## config.mk

```make
export PLATFORM = sky130hd
export DESIGN_NAME = pcm2pdm_tx
export DESIGN_NICKNAME = d
export VERILOG_FILES = /design/src/rtl/pdm_pkg.sv /design/src/rtl/pcm_fifo.sv /design/src/rtl/pcm2pdm_tx.sv
export SDC_FILE = /design/constraint.sdc
export NUM_CORES = 1
export LEC_CHECK = 0
export BUFFER_PORTS_ARGS = -buffer_cell sky130_fd_sc_hd__buf_2
export CAP_MARGIN = 20
export CORE_MARGIN = 4
export CORE_UTILIZATION = 56
export CTS_CLUSTER_DIAMETER = 80
export DETAILED_ROUTE_END_ITERATION = 7
export PLACE_DENSITY = 0.73
export SLEW_MARGIN = 5
export SYNTH_ARGS = -nofsm -noshare
export SYNTH_HDL_FRONTEND = slang
export SYNTH_SLANG_ARGS = --single-unit
```

## constraint.sdc

```tcl
create_clock -name clk -period 13.8 [get_ports clk]
set_clock_uncertainty 0.1 [all_clocks]
set_input_delay 0.69 -clock clk [delete_from_list [all_inputs] [get_ports clk]]
set_output_delay 0.69 -clock clk [all_outputs]
set_load 0.1 [all_outputs]
```

## src/rtl/pdm_pkg.sv

```systemverilog
// Shared constants, state type and saturation helper for the PCM-to-PDM transmitter.
package pdm_pkg;

  localparam int PDM_FB_POS = 32768;
  localparam int PDM_FB_NEG = -32768;
  localparam int PDM_I1_W   = 18;
  localparam int PDM_I2_W   = 22;
  localparam int PCM_W      = 16;

  typedef enum logic [1:0] {
    IDLE,
    RUN,
    STARVED
  } pdm_state_t;

  // Clamp a 32-bit signed value into the range of a w-bit signed integer.
  function automatic logic signed [31:0] sat_to(input logic signed [31:0] v, input int w);
    logic signed [31:0] hi;
    logic signed [31:0] lo;
    hi = (32'sd1 <<< (w - 1)) - 32'sd1;
    lo = -(32'sd1 <<< (w - 1));
    if (v > hi) return hi;
    if (v < lo) return lo;
    return v;
  endfunction

endpackage

```

## src/rtl/pcm_fifo.sv

```systemverilog
// Single-clock PCM sample FIFO with show-ahead head data and full/empty flags.
module pcm_fifo #(
  parameter int WIDTH = 16,
  parameter int DEPTH = 4
) (
  input  logic             clk,
  input  logic             srst,
  input  logic             wr_en,
  input  logic [WIDTH-1:0] wr_data,
  input  logic             rd_en,
  output logic [WIDTH-1:0] rd_data,
  output logic             full,
  output logic             empty
);

  localparam int AW = $clog2(DEPTH);

  logic [AW:0]      wr_ptr_reg;
  logic [AW:0]      rd_ptr_reg;
  logic [WIDTH-1:0] mem [DEPTH];
  logic             do_rd;
  logic             do_wr;

  assign empty   = (wr_ptr_reg == rd_ptr_reg);
  assign full    = (wr_ptr_reg[AW-1:0] == rd_ptr_reg[AW-1:0]) &&
                   (wr_ptr_reg[AW] != rd_ptr_reg[AW]);
  assign do_rd   = rd_en && !empty;
  // A full buffer still takes a write in the same cycle its head is popped.
  assign do_wr   = wr_en && (!full || do_rd);
  assign rd_data = mem[rd_ptr_reg[AW-1:0]];

  always_ff @(posedge clk) begin
    if (do_wr) mem[wr_ptr_reg[AW-1:0]] <= wr_data;
  end

  always_ff @(posedge clk) begin
    if (srst) begin
      wr_ptr_reg <= '0;
      rd_ptr_reg <= '0;
    end else begin
      if (do_wr) wr_ptr_reg <= wr_ptr_reg + (AW+1)'(1);
      if (do_rd) rd_ptr_reg <= rd_ptr_reg + (AW+1)'(1);
    end
  end

endmodule

```

## src/rtl/pcm2pdm_tx.sv

```systemverilog
// PCM-to-PDM transmitter: sample FIFO, bit/sample tick counters and a saturating
// sigma-delta modulator; define PCM2PDM_TX_SECOND_ORDER_EN for the second-order loop.
module pcm2pdm_tx
  import pdm_pkg::*;
#(
  parameter int DIVCOUNT   = 25,
  parameter int OSR        = 125,
  parameter int FIFO_DEPTH = 4
) (
  input  logic                    clk,
  input  logic                    reset,
  input  logic signed [PCM_W-1:0] dat_i,
  input  logic                    dv_i,
  output logic                    ready_o,
  output logic                    sclk_o,
  output logic                    pdm_o,
  output logic                    underrun_o
);

  localparam int CW = (DIVCOUNT > 1) ? $clog2(DIVCOUNT) : 1;
  localparam int SW = (OSR > 1) ? $clog2(OSR) : 1;

  logic [CW-1:0]              cnt_reg;
  logic [SW-1:0]              scnt_reg;
  logic                       sclk_reg;
  logic                       pdm_reg;
  logic                       pdm_next;
  logic                       underrun_reg;
  logic                       underrun_next;
  logic                       tick;
  logic                       wrap;
  pdm_state_t                 state_reg;
  pdm_state_t                 state_next;
  logic signed [PCM_W-1:0]    x_reg;
  logic signed [PCM_W-1:0]    x_next;
  logic signed [PDM_I1_W-1:0] i1_reg;
  logic signed [PDM_I1_W-1:0] i1_next;
  logic signed [31:0]         fb;
  logic signed [31:0]         i1_sum;
  logic                       fifo_rd;
  logic                       fifo_full;
  logic                       fifo_empty;
  logic [PCM_W-1:0]           fifo_head;
`ifdef PCM2PDM_TX_SECOND_ORDER_EN
  logic signed [PDM_I2_W-1:0] i2_reg;
  logic signed [PDM_I2_W-1:0] i2_next;
  logic signed [31:0]         i2_sum;
`endif

  pcm_fifo #(
    .WIDTH (PCM_W),
    .DEPTH (FIFO_DEPTH)
  ) u_fifo (
    .clk     (clk),
    .srst    (reset),
    .wr_en   (dv_i),
    .wr_data (dat_i),
    .rd_en   (fifo_rd),
    .rd_data (fifo_head),
    .full    (fifo_full),
    .empty   (fifo_empty)
  );

  assign ready_o    = !fifo_full;
  assign sclk_o     = sclk_reg;
  assign pdm_o      = pdm_reg;
  assign underrun_o = underrun_reg;
  assign tick       = (cnt_reg == '0);
  assign wrap       = tick && (scnt_reg == SW'(OSR - 1));

  // sclk is registered from the count, so its rising edge lands on the same
  // clock edge that updates pdm.
  always_ff @(posedge clk) begin
    if (reset) begin
      cnt_reg  <= '0;
      scnt_reg <= '0;
      sclk_reg <= 1'b0;
    end else begin
      cnt_reg  <= (cnt_reg == CW'(DIVCOUNT - 1)) ? '0 : cnt_reg + CW'(1);
      sclk_reg <= (cnt_reg < CW'(DIVCOUNT / 2));
      if (tick) scnt_reg <= wrap ? '0 : scnt_reg + SW'(1);
    end
  end

  always_comb begin
    state_next    = state_reg;
    x_next        = x_reg;
    fifo_rd       = 1'b0;
    underrun_next = 1'b0;
    if (wrap) begin
      if (!fifo_empty) begin
        fifo_rd    = 1'b1;
        x_next     = signed'(fifo_head);
        state_next = RUN;
      end else begin
        x_next = '0;
        if (state_reg == RUN) begin
          state_next    = STARVED;
          underrun_next = 1'b1;
        end
      end
    end
  end

  // The freshly loaded sample already drives the loop on its wrap tick.
  always_comb begin
    fb      = pdm_reg ? PDM_FB_POS : PDM_FB_NEG;
    i1_sum  = 32'(i1_reg) + 32'(x_next) - fb;
    i1_next = PDM_I1_W'(sat_to(i1_sum, PDM_I1_W));
`ifdef PCM2PDM_TX_SECOND_ORDER_EN
    i2_sum   = 32'(i2_reg) + 32'(i1_next) - fb;
    i2_next  = PDM_I2_W'(sat_to(i2_sum, PDM_I2_W));
    pdm_next = !i2_next[PDM_I2_W-1];
`else
    pdm_next = !i1_next[PDM_I1_W-1];
`endif
  end

  always_ff @(posedge clk) begin
    if (reset) begin
      state_reg    <= IDLE;
      x_reg        <= '0;
      i1_reg       <= '0;
      pdm_reg      <= 1'b0;
      underrun_reg <= 1'b0;
    end else begin
      underrun_reg <= underrun_next;
      if (tick) begin
        state_reg <= state_next;
        x_reg     <= x_next;
        i1_reg    <= i1_next;
        pdm_reg   <= pdm_next;
      end
    end
  end

`ifdef PCM2PDM_TX_SECOND_ORDER_EN
  always_ff @(posedge clk) begin
    if (reset) begin
      i2_reg <= '0;
    end else if (tick) begin
      i2_reg <= i2_next;
    end
  end
`endif

endmodule

```

* Yosys cells after proc, flatten, opt, wreduce, memory -nomap -nowiden *
Memories as Yosys holds them, arrays and structs flattened. A register that Yosys moved wholly into a read port is not among the register bits.
Index checks and enable logic that the tools add are counted.

cells by class
  $add $sub $neg = 6
  magnitude comparators = 3
  equality and inequality tests = 7
  muxes and demuxes = 20
  bitwise logic cells = 2
  reduce and logical (&&, ||, !) cells = 12

operators with widths
  cell                                                                    number
  18-bit 2-to-1 mux                                                       4
  32-bit by 18-bit > comparator with 1-bit output, second input constant  1
  32-bit by 18-bit < comparator with 1-bit output, second input constant  1
  16-bit 2-to-1 mux                                                       2
  32-bit 2-to-1 mux                                                       1
  19-bit by 32-bit subtractor with 32-bit output                          1
  18-bit by 16-bit adder with 19-bit output                               1
  1-bit 2-to-1 mux                                                        8
  2-bit 2-to-1 mux                                                        4
  7-bit by 1-bit adder with 7-bit output, second input constant           1
  7-bit == test, second input constant                                    1
  7-bit 2-to-1 mux                                                        1
  3-bit by 1-bit adder with 3-bit output, second input constant           2
  5-bit by 1-bit adder with 5-bit output, second input constant           1
  5-bit == test, second input constant                                    1
  5-bit logical NOT                                                       1
  5-bit by 4-bit < comparator with 1-bit output, second input constant    1
  1-bit logical AND                                                       4
  3-bit == test                                                           1
  1-bit logical NOT                                                       3
  3-bit AND reduction                                                     1
  3-bit OR reduction                                                      1
  2-bit by 1-bit == test with 1-bit output, second input constant         1
  2-bit == test                                                           1
  5 further kinds                                                         6

word-level totals
  bits in registers = 57
  bits in writable memories = 64
  bits of input ports = 19
  memories kept = 1

memory list
  memory      words  bits a word  rd ports  clocked after memory_dff  write ports  line            source
  u_fifo.mem  4      16           1         1                         1            pcm_fifo.sv:20  logic [WIDTH-1:0] mem [DEPTH];

* Longest topological paths before layout *
Gate-level depths: netlist (run 1).

  word-level depth = 11
  depth in mapped cells = 21

* Modules after synthesis *
From an unflattened synthesis (run 1), not the netlist that was laid out.

second synthesis, totals
  cells, all modules = 591
  area total of the unflattened synthesis = 6495.0 um^2

modules (own cells, without submodules)
  module      times used  cells an instance  area an instance (um^2)  seq. area each (um^2)
  pcm2pdm_tx  1           452                3642.2                   1021.0
  pcm_fifo    1           139                2852.7                   2082.0

* Least setup slack after synthesis (run 1) *
Ideal clock, no wire load.

  kind = register to register
  start point = register cnt_reg[0]
  end point = register i1_reg[13]
  library setup time = 135 ps
  arrival time = 4251 ps
  data required time = 13565 ps
  slack = 9313 ps
  cell stages (with the launch flop) = 20
  buffers on the path = 2
  period minus slack after synthesis = 4487 ps
  path through = dfxtp_1 > inv_1 > ha_1 > nor4b_4 > and3_1 > and3_1 > nand2_2 > clkbuf_1 > a21oi_1 > inv_1 > fa_1 > ha_1 > o21ai_0 > a21o_1 > mux2i_1 > o311a_1 > o311ai_4 > a211oi_4 > buf_8 > a311oi_2

on the way
  cells in the longest elaborated chain, start to end = 10
  elaborated cells between the ends (all ways) = 13
  classes of those cells = add/sub: 2; order compare: 2; mux: 7; reduce/logical: 2

ends and longest elaborated chain
  what                                                line               source
  from (decl)                                         pcm2pdm_tx.sv:23   logic [CW-1:0] cnt_reg;
  from (signal assigned)                              pcm2pdm_tx.sv:79   cnt_reg <= (cnt_reg == CW'(DIVCOUNT - 1)) ? '0 : cnt_reg + CW'(1);
  5-bit logical NOT (*)                               pcm2pdm_tx.sv:68   assign tick = (cnt_reg == '0);
  1-bit logical AND (*)                               pcm2pdm_tx.sv:69   assign wrap = tick && (scnt_reg == SW'(OSR - 1));
  16-bit 2-to-1 mux (*)                               pcm2pdm_tx.sv:90   if (wrap) begin
  net x_next[15]                                      pcm2pdm_tx.sv:35   logic signed [PCM_W-1:0] x_next;
  18-bit by 16-bit adder with 19-bit output (*)       pcm2pdm_tx.sv:108  i1_sum = 32'(i1_reg) + 32'(x_next) - fb;
  19-bit by 32-bit subtractor with 32-bit output (*)  pcm2pdm_tx.sv:108
  32-bit by 18-bit < comparator with 1-bit output     pdm_pkg.sv:23      if (v < lo) return lo;
  1-bit 2-to-1 mux (2 in series)                      pdm_pkg.sv:23
  18-bit 2-to-1 mux                                   pdm_pkg.sv:24      return v;
  18-bit 2-to-1 mux (*)                               pdm_pkg.sv:23
  to (signal assigned)                                pcm2pdm_tx.sv:131  i1_reg <= i1_next;
  to (decl)                                           pcm2pdm_tx.sv:36   logic signed [PDM_I1_W-1:0] i1_reg;

The timed path passes the listed nets; every way through them passes the cells marked *. The select of a mux whose other input is x is not followed.
A chain may end at the register's enable or synchronous reset.

* Worst setup path after layout (run 1) *
  start point = register cnt_reg[0]
  end point = register i1_reg[10]

Same word-level chain as after synthesis.

==> impl_metrics.json, run 1 <==
{
  "status": "finished clean",
  "setup_viol": 0,
  "cp_slowest_cell": "a211oi_4",
  "synth-main-ff-cell": "edfxtp_1",
  "synthArstFlopShare_pct": 0,
  "critPathKind": "reg -> reg",
  "clk_pin_slew_worst_paths_ns": 0.05,
  "initial_core_util_pct": 57.94,
  "grt_use_met1_pct": 28.17,
  "finalInstanceArea_um2": 7186,
  "cp.required_ns": 13.93,
  "drive_above_1_share_pct": 17.69,
  "cts.path.max_buffers": 2,
  "cts_root_buf": "clkbuf_16",
  "grt-busiest-layer": "met2",
  "area_growth_pct": 12.92,
  "wl_per_cell_um": 16.58,
  "p_per_area_nw_per_um2": 205.9,
  "chipHeight_um": 114.6,
  "grt_max_degree": 49,
  "final_common_cell": "edfxtp_1",
  "htreeDepth": 4,
  "tns_ns": 0,
  "crit_path_max_incr_delay_ns": 0.88,
  "yosys_warnings": 0,
  "final_core_util_pct": 65.42,
  "crit_family": "compound AO/OA/AOI/OAI gates",
  "antennaDiodeCount": 0,
  "hold_violations": 0,
  "port_buffers": 22,
  "placed_cells": 714,
  "grt_use_total_pct": 20.66,
  "worst-path-stages": 19,
  "ys_seq_elements": 123,
  "dr.pass1.iters": 5,
  "place.gp.congestion": 0.8744,
  "insertion_delay_ns": 0.40,
  "cellLeakagePower_nw": 2.785,
  "critPathBufInv": 3,
  "crit_chain": "inv_1 > ha_1 > nor4b_4 > buf_4 > and3_1 > and3_1 > nand2_2 > nor3b_1 > a21oi_1 > inv_1 > fa_1 > ha_1 > o21ai_0 > a21o_1 > mux2i_1 > o311a_1 > o311ai_4 > a211oi_4 > a311oi_1",
  "reg2reg_slack_ns": 7.99,
  "synth_nets": 635,
  "cts-resized-gates": 0,
  "cap_violations": 0,
  "largest_register_ffs": 64,
  "overflow": 0,
  "finalCriticalPeriod_ns": 5.815,
  "layout_common_cells": "edfxtp_1 (64), inv_1 (62), dfxtp_1 (59)",
  "routed_wl_mm": 12.35,
  "cts.sinks": 123,
  "relSlewSlack_pct": 33.27,
  "ant_nets": 0,
  "tightest_slew_ns": 1.001,
  "rr_startpoint": "cnt_reg[0]",
  "ir_drop_uv": 134.9,
  "die_area_um2": 13130,
  "grt_pass1_vias": 4315,
  "worstSetupEndpointType": "register",
  "cts_hold_buffers": 0,
  "crit_fanout": 42,
  "netlist_area_um2": 6364,
  "synth.avg_cell_area_um2": 11.14,
  "drt_iter0_markers": 395,
  "antenna_found_initial": 0,
  "max_freq_mhz": 172.0,
  "grt_use_met3_pct": 4.915,
  "synth_edf_count": 64,
  "r2r-end": "i1_reg[10]",
  "rsz0062_at_grt": "no",
  "min_path_type": "reg -> reg",
  "cts_tree": "yes",
  "vias": 4232,
  "rows": 38,
  "whs_path_depth": 1,
  "r2r_cells": 19,
  "post-route-drc-count": 0,
  "ys_seq_area_share_pct": 48.76,
  "min_from": "state_reg[1]",
  "ys_types": 68,
  "vias_per_cell": 5.681,
  "grt_pass1_wl_mm": 21.18,
  "fin_total_pwr_mw": 1.479,
  "fin_crit_sh_pct": 42.14,
  "place_area_um2": 6581,
  "cts_buffers": 17,
  "die_x_um": 114.6,
  "fin_nets": 657,
  "io-pin-count": 23,
  "final-max-slew-violation-count": 0,
  "coreArea_um2": 10980,
  "met2_usage_pct": 32.63,
  "dp_hpwl_mm": 8.317,
  "cts_setup_buffers": 0,
  "cp-start-kind": "register",
  "netlist_instances": 571,
  "fin_cells": 745,
  "hold_path_end": "underrun_o",
  "crit_arrival_ns": 5.95
}
-- worst max path at each step --
stage / from / end / slack [ns]
finish: cnt_reg[0] / i1_reg[10] / 7.99
global route: cnt_reg[0] / i1_reg[6] / 7.47
CTS: cnt_reg[0] / i1_reg[10] / 8.01
detailed placement: cnt_reg[0] / i1_reg[10] / 8.07
global placement: cnt_reg[0] / i1_reg[6] / 8.33
floorplan: cnt_reg[0] / i1_reg[13] / 9.31
-- power breakdown --
part	switching (mW)	leakage [nW]	total, mW	internal [mW]
clock	0.150	0.289	0.449	0.299
combinational	0.355	1.43	0.595	0.240
sequential	0.0160	1.07	0.436	0.420
total	0.520	2.78	1.48	0.959
-- layout make-up --
type	instances	area (um^2)
fillers	796	3797
flip-flops and latches	123	3103
multi-input cells	360	2908
clock buffers	18	429.2
inverters	62	232.7
clock inverters	13	175.2
well taps	140	175.2
repair buffers	29	162.7
-- cells by family after synthesis --
logic type / count (synthesis) / share of synthesized area (%)
simple gates: 167 / 13.80
compound gates: 105 / 13.31
xor+xnor: 25 / 3.441
fa+ha+maj: 45 / 9.084
mux: 18 / 5.977
buf+inv: 88 / 5.623
flops: 123 / 48.76
-- Yosys cell counts, drive strengths merged, types with 3 or more instances --
| cell | n | area [um^2] |
|---|---|---|
| a211oi | 14 | 162.7 |
| a21o | 6 | 45.04 |
| a21oi | 29 | 148.9 |
| a311oi | 10 | 106.4 |
| and2 | 3 | 18.77 |
| and3 | 4 | 25.02 |
| buf | 8 | 57.55 |
| clkbuf | 18 | 67.56 |
| dfxtp | 59 | 1181 |
| edfxtp | 64 | 1922 |
| ha | 43 | 538.0 |
| inv | 62 | 232.7 |
| mux4 | 16 | 360.4 |
| nand2 | 35 | 133.9 |
| nand2b | 6 | 45.04 |
| nand3 | 12 | 60.06 |
| nand3b | 3 | 22.52 |
| nand4 | 4 | 25.02 |
| nor2 | 47 | 176.4 |
| nor2b | 3 | 18.77 |
| nor3 | 21 | 121.4 |
| nor3b | 15 | 112.6 |
| o21a | 3 | 23.77 |
| o21ai | 19 | 106.4 |
| o311ai | 3 | 43.80 |
| o31ai | 5 | 37.54 |
| or3 | 7 | 50.05 |
| xnor2 | 11 | 96.34 |
| xor2 | 14 | 122.6 |
-- routing by layer --
| metal | wire [um] | share of wire (%) |
|---|---|---|
| met5 | 0 | 0 |
| met4 | 130 | 1.1 |
| met3 | 554 | 4.5 |
| met2 | 6026 | 49 |
| met1 | 5638 | 46 |
-- through the flow --
stage / hold WS [ns] / setup slack (ns)
detailed placement: 0.3686 / 8.072
global placement: 0.3469 / 8.330
finish: 0.3833 / 7.985
floorplan: 0.3158 / 9.313
CTS: 0.3831 / 8.011
global route: 0.3800 / 7.469
Note: power is estimated with default switching activity, not from simulation.
==> run 2: changes to the inputs <==
- clock period: 13.8 -> 5.8 ns (I/O delays scaled with it)
==> run 2 against run 1 <==
Count of clock-buffer cells in the layout unchanged. Wire length increased by 0.79%. Power increased by 140%. Critical endpoint is now i1_reg[9].
==> impl_metrics.json, run 2 (same netlist as run 1, synthesis figures left out) <==
{
  "initial_core_util_pct": 57.94,
  "rsz0062_at_grt": "no",
  "overflow": 0,
  "final_common_cell": "edfxtp_1",
  "cts_tree": "yes",
  "post-route-drc-count": 0,
  "cellLeakagePower_nw": 2.848,
  "worst-path-stages": 13,
  "dp_hpwl_mm": 8.355,
  "crit_chain": "mux4_2 > nor3b_1 > a21oi_1 > inv_1 > fa_1 > ha_1 > o21ai_0 > a21o_1 > mux2i_1 > o311a_1 > o311ai_4 > o211ai_4 > a311oi_1",
  "fin_total_pwr_mw": 3.518,
  "worstSetupEndpointType": "register",
  "die_x_um": 114.6,
  "cp_slowest_cell": "dfxtp_1",
  "p_per_area_nw_per_um2": 478.3,
  "cts.path.max_buffers": 2,
  "final-max-slew-violation-count": 0,
  "cts.sinks": 123,
  "setup_viol": 0,
  "antenna_found_initial": 0,
  "clk_pin_slew_worst_paths_ns": 0.05,
  "ir_drop_uv": 250.5,
  "tightest_slew_ns": 0.9962,
  "fin_crit_sh_pct": 82.60,
  "cts_buffers": 17,
  "cp.required_ns": 5.93,
  "insertion_delay_ns": 0.41,
  "place_area_um2": 6589,
  "relSlewSlack_pct": 33.59,
  "layout_setup_ws_ns": 1.009,
  "crit_arrival_ns": 4.92,
  "wl_per_cell_um": 16.33,
  "io-pin-count": 23,
  "cts_root_buf": "clkbuf_16",
  "routed_wl_mm": 12.45,
  "drt_iter0_markers": 311,
  "final_core_util_pct": 66.97,
  "fin_nets": 673,
  "critPathKind": "reg -> reg",
  "vias_per_cell": 5.621,
  "chipHeight_um": 114.6,
  "tns_ns": 0,
  "cp-start-kind": "register",
  "hold_violations": 0,
  "grt_max_degree": 49,
  "cts_setup_buffers": 0,
  "antennaDiodeCount": 0,
  "die_area_um2": 13130,
  "place.gp.congestion": 0.8329,
  "rows": 38,
  "r2r_cells": 13,
  "area_growth_pct": 15.59,
  "drive_above_1_share_pct": 17.52,
  "grt_pass1_wl_mm": 21.05,
  "grt_use_total_pct": 20.46,
  "layout_common_cells": "edfxtp_1 (64), inv_1 (62), dfxtp_1 (59)",
  "vias": 4283,
  "min_path_type": "reg -> reg",
  "port_buffers": 22,
  "grt_pass1_vias": 4358,
  "largest_register_ffs": 64,
  "max_freq_mhz": 208.7,
  "status": "finished clean",
  "critPathBufInv": 1,
  "dr.pass1.iters": 4,
  "cts_hold_buffers": 16,
  "whs_path_depth": 1,
  "crit_family": "compound AO/OA/AOI/OAI gates",
  "coreArea_um2": 10980,
  "crit_fanout": 17,
  "htreeDepth": 4,
  "ant_nets": 0,
  "place_ws_ns": 1.015,
  "cap_violations": 0,
  "finalCriticalPeriod_ns": 4.791,
  "crit_path_max_incr_delay_ns": 0.85,
  "cts-resized-gates": 0,
  "finalInstanceArea_um2": 7356
}
==> run 2: power by group <==
| group | switching (mW) | internal (mW) |
|---|---|---|
| Clock | 0.362 | 0.711 |
| Combinational | 0.828 | 0.581 |
| Sequential | 0.0371 | 1.00 |
==> run 2: final timing paths <==
check	from	endpoint	slack, ns
setup reg to reg	register	i1_reg[9]	1.01
setup / recovery	register	i1_reg[9]	1.01
hold reg to reg	cnt_reg[0]	cnt_reg[0]	0.36
hold / removal	cnt_reg[0]	cnt_reg[0]	0.36
==> run 2: routing by layer <==
metal  share of wire [%]  track usage (%)
met5                   0                0
met3                 3.0            4.493
met1                  47            27.46
met2                  49            32.83
met4                0.66            7.205
==> run 2: area by class of cell <==
| class | instances | area, um^2 |
|---|---|---|
| Fill cell | 797 | 3627 |
| Sequential cell | 123 | 3103 |
| Multi-Input combinational cell | 360 | 2915 |
| Clock buffer | 18 | 429.2 |
| Timing Repair Buffer | 45 | 322.8 |
| Inverter | 62 | 232.7 |
| Clock inverter | 14 | 177.7 |
| Tap cell | 140 | 175.2 |
==> run 2: metrics by stage <==
step	cells	hold slack, ns
3_5_place_dp	714	0.3452
2_1_floorplan	571	0.2889
5_1_grt	762	0.3635
4_1_cts	762	0.3304
3_3_place_gp	714	0.3369
6_report	762	0.3601
==> run 2: worst reg2reg max path, cell delays in order, from the launching register on <==
cell	delay, ns
dfxtp_1	0.85
mux4_2	0.43
nor3b_1	0.15
a21oi_1	0.38
inv_1	0.14
fa_1	0.46
ha_1	0.40
o21ai_0	0.18
a21o_1	0.20
mux2i_1	0.21
o311a_1	0.23
o311ai_4	0.14
o211ai_4	0.57
a311oi_1	0.19
